**config.mk**
```make
export PLATFORM = sky130hd
export DESIGN_NAME = fifo_n_flat
export DESIGN_NICKNAME = d
export VERILOG_FILES = /design/src/rtl/fifo_n_pkg.sv /design/src/rtl/fifo_n_if.sv /design/src/rtl/fifo_n_storage.sv /design/src/rtl/fifo_n.sv /design/src/flat_wrapper.sv
export SDC_FILE = /design/constraint.sdc
export NUM_CORES = 1
export LEC_CHECK = 0
export ABC_AREA = 0
export BUFFER_PORTS_ARGS = -buffer_cell sky130_fd_sc_hd__buf_2
export CORE_ASPECT_RATIO = 0.7
export CORE_MARGIN = 1
export CORE_UTILIZATION = 52
export DETAILED_ROUTE_END_ITERATION = 12
export MAX_ROUTING_LAYER = met4
export PLACE_DENSITY = 0.76
export SLEW_MARGIN = 20
export SYNTH_ARGS = -nofsm -noshare
export SYNTH_HDL_FRONTEND = slang
export SYNTH_HIERARCHICAL = 1
export SYNTH_SLANG_ARGS = --single-unit
```
**constraint.sdc**
```tcl
create_clock -name CLK -period 2.2 [get_ports CLK]
set_clock_uncertainty 0.2 [all_clocks]
set_input_delay 0.33 -clock CLK [delete_from_list [all_inputs] [get_ports CLK]]
set_output_delay 0.33 -clock CLK [all_outputs]
set_load 0.005 [all_outputs]
```
**src/rtl/fifo_n_pkg.sv**
```systemverilog
// ---------------------------------------------------------------------------
// fifo_pkg : shared constants and helpers for the fifo_n block.
// Revision : 1.0
// ---------------------------------------------------------------------------
`default_nettype none

package fifo_pkg;

  localparam int FIFO_DEFAULT_WIDTH = 32;
  localparam int FIFO_DEFAULT_DEPTH = 4;

  function automatic int ptr_w(input int depth);
    return $clog2(depth);
  endfunction

  // A guarded method fires only when its enable meets its ready.
  function automatic logic fire(input logic ena, input logic rdy);
    return ena & rdy;
  endfunction

endpackage

`default_nettype wire

```
**src/rtl/fifo_n_if.sv**
```systemverilog
// ---------------------------------------------------------------------------
// fifo_n_if : enq/deq/first guarded-method bundle between producer, consumer and fifo_n.
// Revision  : 1.0
// ---------------------------------------------------------------------------
`default_nettype none

interface fifo_n_if
  import fifo_pkg::*;
#(
  parameter int WIDTH = FIFO_DEFAULT_WIDTH,
  parameter int DEPTH = FIFO_DEFAULT_DEPTH
);

  localparam int CNT_W = ptr_w(DEPTH) + 1;

  logic             in_enq__ENA;
  logic [WIDTH-1:0] in_enq_v;
  logic             in_enq__RDY;
  logic             out_deq__ENA;
  logic             out_deq__RDY;
  logic [WIDTH-1:0] out_first;
  logic             out_first__RDY;
  logic [CNT_W-1:0] out_count;

  modport master (
    output in_enq__ENA, in_enq_v, out_deq__ENA,
    input  in_enq__RDY, out_deq__RDY, out_first, out_first__RDY, out_count
  );

  modport slave (
    input  in_enq__ENA, in_enq_v, out_deq__ENA,
    output in_enq__RDY, out_deq__RDY, out_first, out_first__RDY, out_count
  );

endinterface

`default_nettype wire

```
**src/rtl/fifo_n_storage.sv**
```systemverilog
// ---------------------------------------------------------------------------
// fifo_n_storage : register array, one write port, one async read port, async clear.
// Revision       : 1.0
// ---------------------------------------------------------------------------
`default_nettype none

module fifo_n_storage
  import fifo_pkg::*;
#(
  parameter int WIDTH = FIFO_DEFAULT_WIDTH,
  parameter int DEPTH = FIFO_DEFAULT_DEPTH,
  parameter int PTR_W = ptr_w(DEPTH)
) (
  input  wire logic             CLK,
  input  wire logic             nRST,
  input  wire logic             we_i,
  input  wire logic [PTR_W-1:0] waddr_i,
  input  wire logic [WIDTH-1:0] wdata_i,
  input  wire logic [PTR_W-1:0] raddr_i,
  output logic      [WIDTH-1:0] rdata_o
);

  logic [WIDTH-1:0] mem_q [DEPTH];

  always_ff @(posedge CLK or negedge nRST) begin
    if (!nRST) begin
      for (int i = 0; i < DEPTH; i++) begin
        mem_q[i] <= '0;
      end
    end else if (we_i) begin
      mem_q[waddr_i] <= wdata_i;
    end
  end

  assign rdata_o = mem_q[raddr_i];

endmodule

`default_nettype wire

```
**src/rtl/fifo_n.sv**
```systemverilog
// ---------------------------------------------------------------------------
// fifo_n   : DEPTH x WIDTH guarded-method FIFO with occupancy count and optional pipeline enq.
// Revision : 1.0
// ---------------------------------------------------------------------------
`default_nettype none

module fifo_n
  import fifo_pkg::*;
#(
  parameter int WIDTH    = FIFO_DEFAULT_WIDTH,
  parameter int DEPTH    = FIFO_DEFAULT_DEPTH,
  parameter int PIPELINE = 0
) (
  input wire logic CLK,
  input wire logic nRST,
  fifo_n_if.slave  bus
);

  localparam int PTR_W = ptr_w(DEPTH);
  localparam int CNT_W = PTR_W + 1;
  localparam logic [CNT_W-1:0] C_FULL = CNT_W'(DEPTH);

  logic [PTR_W-1:0] wr_ptr_q, wr_ptr_d;
  logic [PTR_W-1:0] rd_ptr_q, rd_ptr_d;
  logic [CNT_W-1:0] count_q, count_d;

  logic w_not_empty;
  logic w_not_full;
  logic w_enq_rdy;
  logic w_enq_fire;
  logic w_deq_fire;

  assign w_not_empty = (count_q != '0);
  assign w_not_full  = (count_q != C_FULL);

  // Only the pipelined build gets a combinational deq_ENA -> enq_RDY path.
  if (PIPELINE != 0) begin : g_pipe
    assign w_enq_rdy = w_not_full | (bus.out_deq__ENA & w_not_empty);
  end else begin : g_no_pipe
    assign w_enq_rdy = w_not_full;
  end

  assign w_enq_fire = fire(bus.in_enq__ENA, w_enq_rdy);
  assign w_deq_fire = fire(bus.out_deq__ENA, w_not_empty);

  always_comb begin
    wr_ptr_d = wr_ptr_q;
    rd_ptr_d = rd_ptr_q;
    count_d  = count_q;
    if (w_enq_fire) begin
      wr_ptr_d = wr_ptr_q + PTR_W'(1);
    end
    if (w_deq_fire) begin
      rd_ptr_d = rd_ptr_q + PTR_W'(1);
    end
    case ({w_enq_fire, w_deq_fire})
      2'b10:   count_d = count_q + CNT_W'(1);
      2'b01:   count_d = count_q - CNT_W'(1);
      default: count_d = count_q;
    endcase
  end

  always_ff @(posedge CLK or negedge nRST) begin
    if (!nRST) begin
      wr_ptr_q <= '0;
      rd_ptr_q <= '0;
      count_q  <= '0;
    end else begin
      wr_ptr_q <= wr_ptr_d;
      rd_ptr_q <= rd_ptr_d;
      count_q  <= count_d;
    end
  end

  fifo_n_storage #(
    .WIDTH (WIDTH),
    .DEPTH (DEPTH),
    .PTR_W (PTR_W)
  ) u_storage (
    .CLK     (CLK),
    .nRST    (nRST),
    .we_i    (w_enq_fire),
    .waddr_i (wr_ptr_q),
    .wdata_i (bus.in_enq_v),
    .raddr_i (rd_ptr_q),
    .rdata_o (bus.out_first)
  );

  assign bus.in_enq__RDY    = w_enq_rdy;
  assign bus.out_deq__RDY   = w_not_empty;
  assign bus.out_first__RDY = w_not_empty;
  assign bus.out_count      = count_q;

  a_count_bound : assert property (@(posedge CLK) disable iff (!nRST)
    count_q <= C_FULL);

  a_ptr_consistent : assert property (@(posedge CLK) disable iff (!nRST)
    (count_q == C_FULL) ? (wr_ptr_q == rd_ptr_q)
                        : (count_q == {1'b0, PTR_W'(wr_ptr_q - rd_ptr_q)}));

endmodule

`default_nettype wire
```
**src/flat_wrapper.sv**
```systemverilog
// flat-port wrapper written by rule: the top's interface ports become plain ports
module fifo_n_flat import fifo_pkg::*;
#(
  parameter int WIDTH    = FIFO_DEFAULT_WIDTH,
  parameter int DEPTH    = FIFO_DEFAULT_DEPTH,
  parameter int PIPELINE = 0
)
  (CLK, nRST, bus_in_enq__ENA, bus_in_enq_v, bus_out_deq__ENA, bus_in_enq__RDY, bus_out_deq__RDY, bus_out_first, bus_out_first__RDY, bus_out_count);
  fifo_n_if #(.WIDTH(WIDTH), .DEPTH(DEPTH)) bus_i ();
  input wire logic CLK;
  input wire logic nRST;
  input wire logic [$bits(bus_i.in_enq__ENA)-1:0] bus_in_enq__ENA;
  input wire logic [$bits(bus_i.in_enq_v)-1:0] bus_in_enq_v;
  input wire logic [$bits(bus_i.out_deq__ENA)-1:0] bus_out_deq__ENA;
  output wire logic [$bits(bus_i.in_enq__RDY)-1:0] bus_in_enq__RDY;
  output wire logic [$bits(bus_i.out_deq__RDY)-1:0] bus_out_deq__RDY;
  output wire logic [$bits(bus_i.out_first)-1:0] bus_out_first;
  output wire logic [$bits(bus_i.out_first__RDY)-1:0] bus_out_first__RDY;
  output wire logic [$bits(bus_i.out_count)-1:0] bus_out_count;
  assign bus_i.in_enq__ENA = bus_in_enq__ENA;
  assign bus_i.in_enq_v = bus_in_enq_v;
  assign bus_i.out_deq__ENA = bus_out_deq__ENA;
  assign bus_in_enq__RDY = bus_i.in_enq__RDY;
  assign bus_out_deq__RDY = bus_i.out_deq__RDY;
  assign bus_out_first = bus_i.out_first;
  assign bus_out_first__RDY = bus_i.out_first__RDY;
  assign bus_out_count = bus_i.out_count;
  fifo_n #(.WIDTH(WIDTH), .DEPTH(DEPTH), .PIPELINE(PIPELINE)) u_core (.CLK(CLK), .nRST(nRST), .bus(bus_i));
endmodule
```
==> metrics.md, run 1 <==
| Metric | Value |
|---|---|
| Die area | `approximately 12,000 sq um` |
| Final setup viols | `31` |
| Hold depth | `2` |
| Max Cap Viol | `0` |
| Max-Slew Margin vs Limit | `between 70% and 80%` |
| Combinational Power Share | `42.0%` |
| Clock Path Buffers | `2` |
| R2R setup slack | `around 90 ps` |
| Post-synthesis instance area | `5860 sq um` |
| IO buf count | `between 70 and 80` |
| FP Rows | `32` |
| Avg Synthesized Cell Area | `between 15 and 20 sq um` |
| Sw Share | `29.2%` |
| Clock transition at path regs | `60 ps` |
| Core region area | `between 10,000 and 15,000 sq um` |
| PnR Total Power | `12.4 mW` |
| WP data arrival | `around 1800 ps` |
| CP Capture Type | `output port` |
| DRC | `0` |
| Syn nets | `roughly 380` |
| Final Max Slew Viols | `0` |
| Ports | `74` |
| Setup tns final | `-1580 ps` |
| Antenna diode count | `0` |
| RSZ-0062 raised after global routing | `true` |
| GRT Total Usage | `a little under a quarter` |
| Pwr dens | `1630 nW/um^2` |
| Grt total ovfl | `0` |
| Vias | `~3,400` |
| Outcome | `complete, but fails checks` |
| FILL cells | `about 760` |
| P&R area growth vs syn | `30.0%` |
| Seq/Total Area, Yosys | `a little under 60%` |
| TritonCTS buffer count | `17` |
| Post-synth top area cell | `dfrtp_1` |
| Die width | `~130 um` |
| Number of synthesized flops with an enable pin | `0` |
| Wire length per cell | `19.0 um` |
| Crit path from | `u_core/rd_ptr_q[0]$_DFFE_PN0P_` |
| Layout net count | `507` |
| Sw Pwr | `3.63 mW` |
| Period utilization | `104%` |
| Clk root buf | `clkbuf_16` |
| Vias in the first global route | `about 3,700` |
| Worst path required time | `around 1700 ps` |
| R2r worst-path depth | `8` |
| Clk sinks | `135` |
| Post-Route WL | `between 10,000 and 15,000 um` |
| Post-route ant nets | `0` |
| Internal power | `about 8.8 mW` |
| Worst setup SP type | `flop` |
| CP max FO | `5` |
| Synth cell types | `23` |
| Synth Register Bits | `between 100 and 150` |
| Largest net degree at the start of global routing | `38` |
| Skew-Pair Late Insertion Delay | `~400 ps` |
| Tightest Pin Transition | `between 300 and 400 ps` |
| Tmin final | `2280 ps` |
| RR Startpoint | `u_core/bus.out_count[0]$_DFFE_PN0P_` |
| Synth cell count leaders | `dfrtp_1 (135), mux2_2 (126), mux4_2 (32)` |
| Top-count cell post-synth | `dfrtp_1` |
| Fin. Hold Viols | `0` |
| Fmax | `438 MHz` |
| Post-place setup slack | `between 20 and 25 ps` |
| Area share of the largest cell type after synthesis | `around 58%` |
| Largest cells by area after synthesis | `dfrtp_1 (58%), mux2_2 (24%), mux4_2 (12%)` |
| Die H | `between 90 and 100 um` |
| Ys flop type | `dfrtp_1` |
| Syn Inst Count | `around 340` |
| Setup ws final | `-83.2 ps` |
| GP Congestion | `roughly 0.74` |
| Share of post-route cells with drive strength above 1 | `between 60% and 70%` |
| Reg-to-Reg End | `u_core/bus.out_count[2]$_DFFE_PN0P_` |
| Min-delay worst type | `input pin to flop` |
| Starting Density | `roughly 53%` |
| Initial antenna violation count | `0` |
| CTS tree | `built` |
| YS warnings | `6` |
| First-pass GRT wire length | `about 19,000 um` |
| Final hold slack | `7.51 ps` |
| Lkg Pwr | `around 3.3 nW` |
| Drt pass-1 iters | `4` |
| Maximum vdd drop | `between 0.9 and 1 mV` |
| Post-Layout Inst Area | `7620 sq um` |
| Placed Area | `6570 sq um` |
| Async SR Flop Fraction | `100%` |
| DR iter-0 viols | `between 200 and 250` |
| Sequential fraction of design power | `between 30% and 40%` |
| Via density | `about 5.4` |
| CP endpoint | `bus_out_first[11]` |
| Post-DP HPWL | `around 7300 um` |
| H-tree depth | `4` |
| Worst setup path class | `flop to output port` |
| Failing checks | `negative setup slack` |
| Clk network pwr share | `22.3%` |
-- worst min path at each step --
stage                                               to  slack (ps)        startpoint
2_1_floorplan      u_core/bus.out_count[0]$_DFFE_PN0P_        -170              nRST
4_1_cts        u_core/u_storage/mem_q[113]$_DFFE_PN0P_           1  bus_in_enq_v[17]
6_report       u_core/u_storage/mem_q[110]$_DFFE_PN0P_           8  bus_in_enq_v[14]
3_3_place_gp   u_core/u_storage/mem_q[110]$_DFFE_PN0P_          80              nRST
3_5_place_dp   u_core/u_storage/mem_q[110]$_DFFE_PN0P_          90              nRST
5_1_grt         u_core/u_storage/mem_q[46]$_DFFE_PN0P_           6  bus_in_enq_v[14]
-- critical path: stages (launching register included) --
cell and delay, ps:
dfrtp_2 420, buf_6 140, clkbuf_16 160, mux4_2 490, buf_2 140
-- area by class of cell --
type | instances | area (sq um) | share of cell area (%)
inverter | 4 | 15.0 | 0.197
multi-input combinational | 182 | 2380 | 31.2
timing repair buffer | 129 | 1060 | 13.9
sequential | 135 | 3380 | 44.4
tap | 153 | 191 | 2.51
clock inverter | 14 | 151 | 1.99
clock buffer | 18 | 439 | 5.76
-- power by group through the flow --
stage	sequential [mW]	combinational [mW]	clock (mW)
CTS	4.42	4.82	2.82
finish	4.44	5.22	2.77
global route	4.61	5.60	2.93
floorplan	4.24	3.27	0
global placement	4.35	4.59	0
detailed placement	4.45	4.72	0
-- kinds of logic after synthesis --
logic type               share of synthesized area (%)
adder cells (fa/ha/maj)                          0.555
multiplexers                                      36.9
AO/OA/AOI/OAI                                    0.256
XOR/XNOR                                          1.05
flip-flops                                        57.6
AND/OR/NAND/NOR                                   1.43
buffers and inverters                             2.20
-- registers in the layout, indices dropped and copies added (netlist names) --
signal and cells:
u_core/bus.out_count 3, u_core/rd_ptr_q 2, u_core/u_storage/mem_q 128, u_core/wr_ptr_q 2
-- per-layer routing --
layer	track usage, %	vias to the layer above	wire length, um
li1	-	1533	-
met1	31.3	1828	5690
met2	34.1	59	5890
met3	4.92	8	393
met4	7.35	0	120
met5	-	-	0
-- cell usage in the layout (no fill, tap or decap), types with 2 or more instances in the layout --
cell           count
buf_12            11
bufinv_16          2
nand2_1            2
xnor2_1            4
xor2_1             3
inv_6              2
mux4_2            32
dfrtp_1          134
nand3_2            2
clkinvlp_4         5
buf_6              7
clkinv_2           2
dlygate4sd3_1     24
clkbuf_16         19
nand3b_1           2
inv_1              4
buf_2             69
buf_4             15
mux2_2           126
mux2_1             2
clkinv_4           3
-- metrics by stage --
| stage | cells | util (%) |
|---|---|---|
| final | 635 | 69.2 |
| after floorplan | 341 | - |
| after detailed placement | 567 | 59.7 |
| after CTS | 623 | 67.3 |
| after global placement | 567 | 59.7 |
| after global routing | 635 | 69.2 |
-- repair_timing --
| action | CTS | global route |
|---|---|---|
| hold endpoints to repair | 81 | 0 |
| gates resized for setup | 2 | 15 |
| gates cloned | 0 | 3 |
| pin swaps | 0 | 4 |
| endpoints found under the setup margin | 32 | 33 |
| hold buffers | 24 | 0 |
| setup buffers | 0 | 9 |
Power figures use the tool's default switching activity.
==> inputs of run 2 (changes only) <==
MAX_ROUTING_LAYER = not set   (was met4)
RECOVER_POWER = 50   (was not set)
==> run 2 against run 1 <==
  * Combinational power shrank 3%
  * Largest power group unchanged
  * The run still ends with negative setup slack left
  * Highest routed layer unchanged
  * Hold slack got worse by 6.1 ps
  * Utilization fell by 0.93 points
  * Flip-flop and latch count unchanged
  * Fmax rose by 0.88%
  * Sequential power is essentially flat
  * Non-clock buffer count decreased by 5
  * Die area unchanged
  * Sequential share of layout area increased by 0.61 points
  * Via count decreased by 0.70%
  * Setup slack improved by 20 ps
  * Wire length down 0.74%
==> metrics.md, run 2 (synthesis gave the netlist of run 1 again) <==
| Metric | Value |
|---|---|
| Outcome | `complete, but fails checks` |
| Failing checks | `negative setup slack` |
| RSZ-0062 raised after global routing | `true` |
| Largest stage delay on the critical path | `520 ps (+30 ps)` |
| Placed insts | `567 (unchanged)` |
| Post-Route WL | `12,000 um (-0.74%)` |
| Clock transition at path regs | `60 ps (about the same)` |
| Ports | `74 (unchanged)` |
| Most common cell after layout, fill and taps aside | `dfrtp_1` |
| Clock Path Buffers | `2 (unchanged)` |
| Fmax | `442 MHz (+0.88%)` |
| Maximum vdd drop | `0.892 mV (-2.8%)` |
| R2r worst-path depth | `8 (unchanged)` |
| First-pass GRT wire length | `19,100 um (-0.18%)` |
| TritonCTS buffer count | `17 (unchanged)` |
| Most frequent cells in the layout | `dfrtp_1 (134), mux2_2 (126), buf_2 (70)` |
| Met1 Usage GRT | `31.1% (-0.20 points)` |
| DR iter-0 viols | `216 (+2.9%)` |
| Skew-Pair Late Insertion Delay | `400 ps (about the same)` |
| Pwr dens | `1630 nW/um^2 (about the same)` |
| Post-place setup slack | `22.7 ps (unchanged)` |
| Met2 usage | `34.1% (+0.090 points)` |
| Max Cap Viol | `0 (unchanged)` |
| Layout net count | `502 (-0.99%)` |
| CTS tree | `built` |
| Tightest Pin Transition | `805 ps (+417 ps)` |
| Vias | `3,404 (-0.70%)` |
| PnR Total Power | `12.3 mW (-1.3%)` |
| Clk sinks | `135 (unchanged)` |
| Antenna diode count | `0 (unchanged)` |
| Most crowded layer after global routing | `met2` |
| Met3 Track Usage GR | `4.80% (-0.12 points)` |
| Final core utilization | `68.3% (-0.93 points)` |
| Final Max Slew Viols | `0 (unchanged)` |
| Core region area | `11,000 sq um (unchanged)` |
| Clk root buf | `clkbuf_16` |
| Max-Slew Margin vs Limit | `46.3% (-28 points)` |
| CP max FO | `7 (+2)` |
| Die width | `129 um (unchanged)` |
| Post-route ant nets | `0 (unchanged)` |
| Die H | `90.8 um (unchanged)` |
| Tmin final | `2260 ps (-19.9 ps)` |
| Hold depth | `3 (+1)` |
| Die area | `11,700 sq um (unchanged)` |
| WP data arrival | `1730 ps (-20 ps)` |
| P&R area growth vs syn | `28.2%` |
| CP Capture Type | `output port` |
| GRT Total Usage | `22.0% (-0.73 points)` |
| Largest net degree at the start of global routing | `38 (unchanged)` |
| Wire length per cell | `19.0 um (about the same)` |
| Grt total ovfl | `0 (unchanged)` |
| Fin cells | `630 (-0.79%)` |
| Critical Path, Cell by Cell | `buf_12, buf_12, mux4_2, buf_2` |
| Reg with most FFs | `u_core/u_storage/mem_q` |
| Vias in the first global route | `3,665 (-0.11%)` |
| Post-DP HPWL | `7290 um (unchanged)` |
| IO buf count | `73 (unchanged)` |
| H-tree depth | `4 (unchanged)` |
| Worst setup SP type | `flop` |
| Most Frequent Cell on Critical Path | `buf_12` |
| Starting Density | `53.2% (unchanged)` |
| FP Rows | `32 (unchanged)` |
| Worst setup path class | `flop to output port` |
| Drt pass-1 iters | `7 (+3)` |
| CP max-delay cell | `mux4_2` |
| Min-delay worst type | `input pin to flop` |
| Setup ws final | `-63.3 ps (+19.9 ps)` |
| Lkg Pwr | `3.28 nW (-1.5%)` |
| Via density | `5.40 (about the same)` |
| Setup tns final | `-1330 ps (+248 ps)` |
| Initial antenna violation count | `0 (unchanged)` |
| Share of post-route cells with drive strength above 1 | `62.3% (-1.0 points)` |
| DRC | `0 (unchanged)` |
| Largest register FFs | `128 (unchanged)` |
| Worst path required time | `1670 ps (about the same)` |
| Fin. Hold Viols | `0 (unchanged)` |
| GP Congestion | `0.734 (-1.2%)` |
| Period utilization | `103% (-0.90 points)` |
| Final setup viols | `33 (+6.5%)` |
## run 2: final cells by class
cell class	count	area (sq um)
clock buffer	18	439
clock inverter	14	151
fill	773	3490
inverter	4	15.0
multi-input combinational	182	2370
sequential	135	3380
tap	153	191
timing repair buffer	124	967
## run 2: where the power goes
part / switching [mW] / internal, mW
clock network: 1.07 / 1.70
registers: 0.648 / 3.78
logic: 1.87 / 3.20
## run 2: path summary, 6_finish.rpt
check	startpoint	endpoint	slack, ps
max in group asynchronous	nRST	u_core/u_storage/mem_q[78]$_DFFE_PN0P_	350
max reg2reg	u_core/bus.out_count[0]$_DFFE_PN0P_	u_core/bus.out_count[2]$_DFFE_PN0P_	0
min in group asynchronous	nRST	u_core/u_storage/mem_q[119]$_DFFE_PN0P_	300
max	u_core/rd_ptr_q[0]$_DFFE_PN0P_	bus_out_first[31]	-60
min	bus_in_enq__ENA	u_core/wr_ptr_q[1]$_DFFE_PN0P_	1
min reg2reg	u_core/u_storage/mem_q[125]$_DFFE_PN0P_	u_core/u_storage/mem_q[125]$_DFFE_PN0P_	300
## run 2: per-layer routing
layer,routed length [um],up-vias
met3,398,13
met2,5840,59
met1,5620,1809
li1,-,1523
met5,0,-
met4,141,0
## run 2: what timing repair did
item	in CTS	in global routing
setup buffers	0	3
gates resized for setup	2	6
endpoints found under the hold margin	81	0
gates cloned	0	4
hold buffers	24	0
setup endpoints to repair	32	33
pin swaps	0	4
## run 2: through the flow
stage          hold slack, ps  cell area, sq um
2_1_floorplan            -166              5860
3_3_place_gp             84.2              6570
3_5_place_dp             87.9              6570
4_1_cts                  1.39              7410
5_1_grt                  1.46              7520
6_report                 1.37              7520
## run 2: worst max-delay path, delay by kind of cell (launching register included)
kind / cells / cell delay (ps)
flops: 1 / 370
buf+inv: 3 / 440
mux: 1 / 520
==> inputs of run 3 (changes only) <==
ABC_AREA = 1   (was 0)
CORE_UTILIZATION = 54   (was 52)
PLACE_DENSITY = 0.77   (was 0.76)
==> run 3 against run 2 <==
  * The run now ends clean
  * Clock power is 9.4% higher
  * Register-to-register slack improved by 180 ps
  * Global-route usage grew 6.6 points
  * Setup slack better by 150 ps
  * Count of clock-buffer cells in the layout up 2
  * Hold slack gained 0.64 ps
  * Non-clock buffer count down 4
  * Critical endpoint is now bus_out_first[0]
  * Largest cell class unchanged
  * Largest power group unchanged
==> metrics.md, run 3 <==
| Metric | Value |
|---|---|
| Clk network pwr share | `22.3% (-0.3 points)` |
| Setup bufs post-CTS | `0 (unchanged)` |
| Fmax | `473 MHz (+7.1%)` |
| YS warnings | `6 (unchanged)` |
| Top-count cell post-synth | `nand2_1` |
| PnR Total Power | `13.6 mW (+11%)` |
| Post-synthesis instance area | `7360 sq um (+26%)` |
| Most frequent cells in the layout | `nand2_1 (403), inv_1 (171), dfrtp_1 (134)` |
| Post-DP HPWL | `10,800 um (+47%)` |
| Die H | `99.7 um (+9.7%)` |
| H-tree depth | `4 (unchanged)` |
| Final hold slack | `2.01 ps (+0.636 ps)` |
| Combinational Power Share | `46.3% (+5.0 points)` |
| Skew-Pair Late Insertion Delay | `410 ps (about the same)` |
| Sw Share | `42.4% (+13 points)` |
| Clk root buf | `clkbuf_16` |
| Maximum vdd drop | `0.984 mV (+10%)` |
| TritonCTS buffer count | `17 (unchanged)` |
| Max-Slew Margin vs Limit | `29.0% (-17 points)` |
| Reg-to-Reg End | `u_core/bus.out_count[1]$_DFFE_PN0P_` |
| IO buf count | `73 (unchanged)` |
| Syn Inst Count | `989 (+190%)` |
| FILL cells | `1,155 (+49%)` |
| Area share of the largest cell type after synthesis | `45.9% (-12 points)` |
| Crit path from | `u_core/rd_ptr_q[0]$_DFFE_PN0P_` |
| Register Area | `3380 sq um (unchanged)` |
| Synth Register Bits | `135 (unchanged)` |
| CP endpoint | `bus_out_first[0]` |
| Layout net count | `1,102 (+120%)` |
| Placed insts | `1,206 (+110%)` |
| P&R area growth vs syn | `17.1%` |
| CTS tree | `built` |
| Post-synth top area cell | `dfrtp_1` |
| Setup tns final | `0 ps (+1330 ps)` |
| RSZ-0062 raised after global routing | `false` |
| Via density | `5.20 (-3.8%)` |
| Reg with most FFs | `u_core/u_storage/mem_q` |
| Post-place setup slack | `275 ps (+252 ps)` |
| DRC | `0 (unchanged)` |
| Lkg Pwr | `4.95 nW (+51%)` |
| Final core utilization | `65.2% (-3.1 points)` |
| Die area | `14,100 sq um (+21%)` |
| Drt pass-1 iters | `5 (-2)` |
| Antenna diode count | `0 (unchanged)` |
| Ports | `74 (unchanged)` |
| Seq/Total Area, Yosys | `45.9% (-12 points)` |
| Vias | `6,562 (+93%)` |
| First-pass GRT wire length | `31,700 um (+66%)` |
| Largest register FFs | `128 (unchanged)` |
| Avg Synthesized Cell Area | `7.44 sq um (-57%)` |
| Number of synthesized flops with an enable pin | `0 (unchanged)` |
| GRT Total Usage | `28.6% (+6.6 points)` |
| Tightest Pin Transition | `1060 ps (+260 ps)` |
| Internal power | `7.83 mW (-9.8%)` |
| Core region area | `13,200 sq um (+20%)` |
| Worst setup path class | `flop to output port` |
| Period utilization | `96.1% (-6.8 points)` |
| Clock Path Buffers | `2 (unchanged)` |
| Max Cap Viol | `0 (unchanged)` |
| CP max FO | `16 (+9)` |
| Final Max Slew Viols | `0 (unchanged)` |
| WP data arrival | `1580 ps (-150 ps)` |
| Placed Area | `7770 sq um (+18%)` |
| Syn nets | `1,027 (+170%)` |
| Final setup viols | `0 (-100%)` |
| Min-delay worst type | `input pin to flop` |
| DR iter-0 viols | `726 (+240%)` |
| Multi-input gate area in the final layout | `2860 sq um (+21%)` |
| Worst setup SP type | `flop` |
| Post-Layout Inst Area | `8620 sq um (+15%)` |
| Grt total ovfl | `0 (unchanged)` |
| Post-Route WL | `19,100 um (+59%)` |
| Share of post-route cells with drive strength above 1 | `16.2% (-46 points)` |
| RR Startpoint | `u_core/bus.out_count[2]$_DFFE_PN0P_` |
| R2R setup slack | `180 ps (+180 ps)` |
| Initial antenna violation count | `0 (unchanged)` |
| Outcome | `completed` |
| Sw Pwr | `5.77 mW (+61%)` |
| Wire length per cell | `15.1 um (-21%)` |
| Clk sinks | `135 (unchanged)` |
| Die width | `142 um (+9.8%)` |
| Tmin final | `2110 ps (-150 ps)` |
| Vias in the first global route | `6,350 (+73%)` |
| Pwr dens | `1580 nW/um^2 (-3.3%)` |
| Synth cell count leaders | `nand2_1 (403), inv_1 (170), dfrtp_1 (135)` |
| Starting Density | `55.7% (+2.4 points)` |
| FP Rows | `35 (+9.4%)` |
| CP Capture Type | `output port` |
| Fin. Hold Viols | `0 (unchanged)` |
| Clock transition at path regs | `60 ps (about the same)` |
| Async SR Flop Fraction | `100% (unchanged)` |
| Largest net degree at the start of global routing | `65 (+71%)` |
| Synth cell types | `20 (-13%)` |
| R2r worst-path depth | `8 (unchanged)` |
| GP Congestion | `0.784 (+6.9%)` |
| Setup ws final | `86.8 ps (+150 ps)` |
| Largest cells by area after synthesis | `dfrtp_1 (46%), nand2_1 (21%), inv_1 (8.7%)` |
| Most common cell after layout, fill and taps aside | `nand2_1` |
| Worst path required time | `1670 ps (about the same)` |
| Fin cells | `1,262 (+100%)` |
| Post-route ant nets | `0 (unchanged)` |
| Ys flop type | `dfrtp_1` |
| Sequential fraction of design power | `31.4% (-4.7 points)` |
run 3: changes by cell type after synthesis, moves of 16 or more:
cell	before	now
inv_1	4	170
nand3_1	1	101
nand4_1	0	65
mux2_2	126	0
o21ai_2	0	32
nand2_1	2	403
buf_2	10	26
mux4_2	32	0
run 3: area by class of cell:
cell class,instances,area share (%)
inverter,176,7.69
tap,185,2.69
sequential,135,39.2
multi-input combinational,614,33.2
timing repair buffer,120,9.90
clock inverter,12,2.02
clock buffer,20,5.30
run 3: power groups by stage:
stage / combinational [mW] / sequential [mW] / clock (mW)
after floorplan: 4.41 / 4.13 / 0
after global placement: 5.90 / 4.25 / 0
after detailed placement: 6.02 / 4.29 / 0
after CTS: 6.11 / 4.27 / 3.06
after global routing: 7.17 / 4.43 / 3.17
final: 6.30 / 4.28 / 3.03
run 3: cells by family after synthesis:
family | count (synthesis) | share of synthesized area (%)
simple gates | 578 | 34.7
fa+ha+maj | 2 | 0.442
xor+xnor | 1 | 0.119
flops | 135 | 45.9
buf+inv | 240 | 15.0
compound gates | 33 | 3.88
run 3: how the worst min path moves through the flow:
stage                                              to             start  slack, ps  cells past startpoint
2_1_floorplan     u_core/bus.out_count[0]$_DFFE_PN0P_              nRST       -170                      0
5_1_grt         u_core/u_storage/mem_q[4]$_DFFE_PN0P_   bus_in_enq_v[4]          5                      3
3_3_place_gp   u_core/u_storage/mem_q[28]$_DFFE_PN0P_              nRST         70                      1
3_5_place_dp   u_core/u_storage/mem_q[28]$_DFFE_PN0P_              nRST         70                      1
4_1_cts         u_core/u_storage/mem_q[4]$_DFFE_PN0P_   bus_in_enq_v[4]        0.5                      3
6_report       u_core/u_storage/mem_q[27]$_DFFE_PN0P_  bus_in_enq_v[27]          2                      3
run 3: layer usage:
layer | track usage [%] | vias to the layer above | share of wire (%)
met2 | 45.5 | 292 | 45
met5 | 0 | - | 0
met3 | 5.73 | 31 | 9.1
met1 | 40.8 | 3052 | 44
li1 | - | 3187 | -
met4 | 6.20 | 0 | 1.6
run 3: timing repair:
item	CTS	global route
hold endpoints to repair	94	0
hold buffers	21	0
resized for setup	0	3
setup endpoints to repair	0	24
run 3: worst max-delay path, stage by stage, from the launching register on:
cell and delay (ps):
dfrtp_2 450, inv_4 130, buf_6 240, nand2_1 80, nand3_1 70, nand2_1 70, buf_2 130
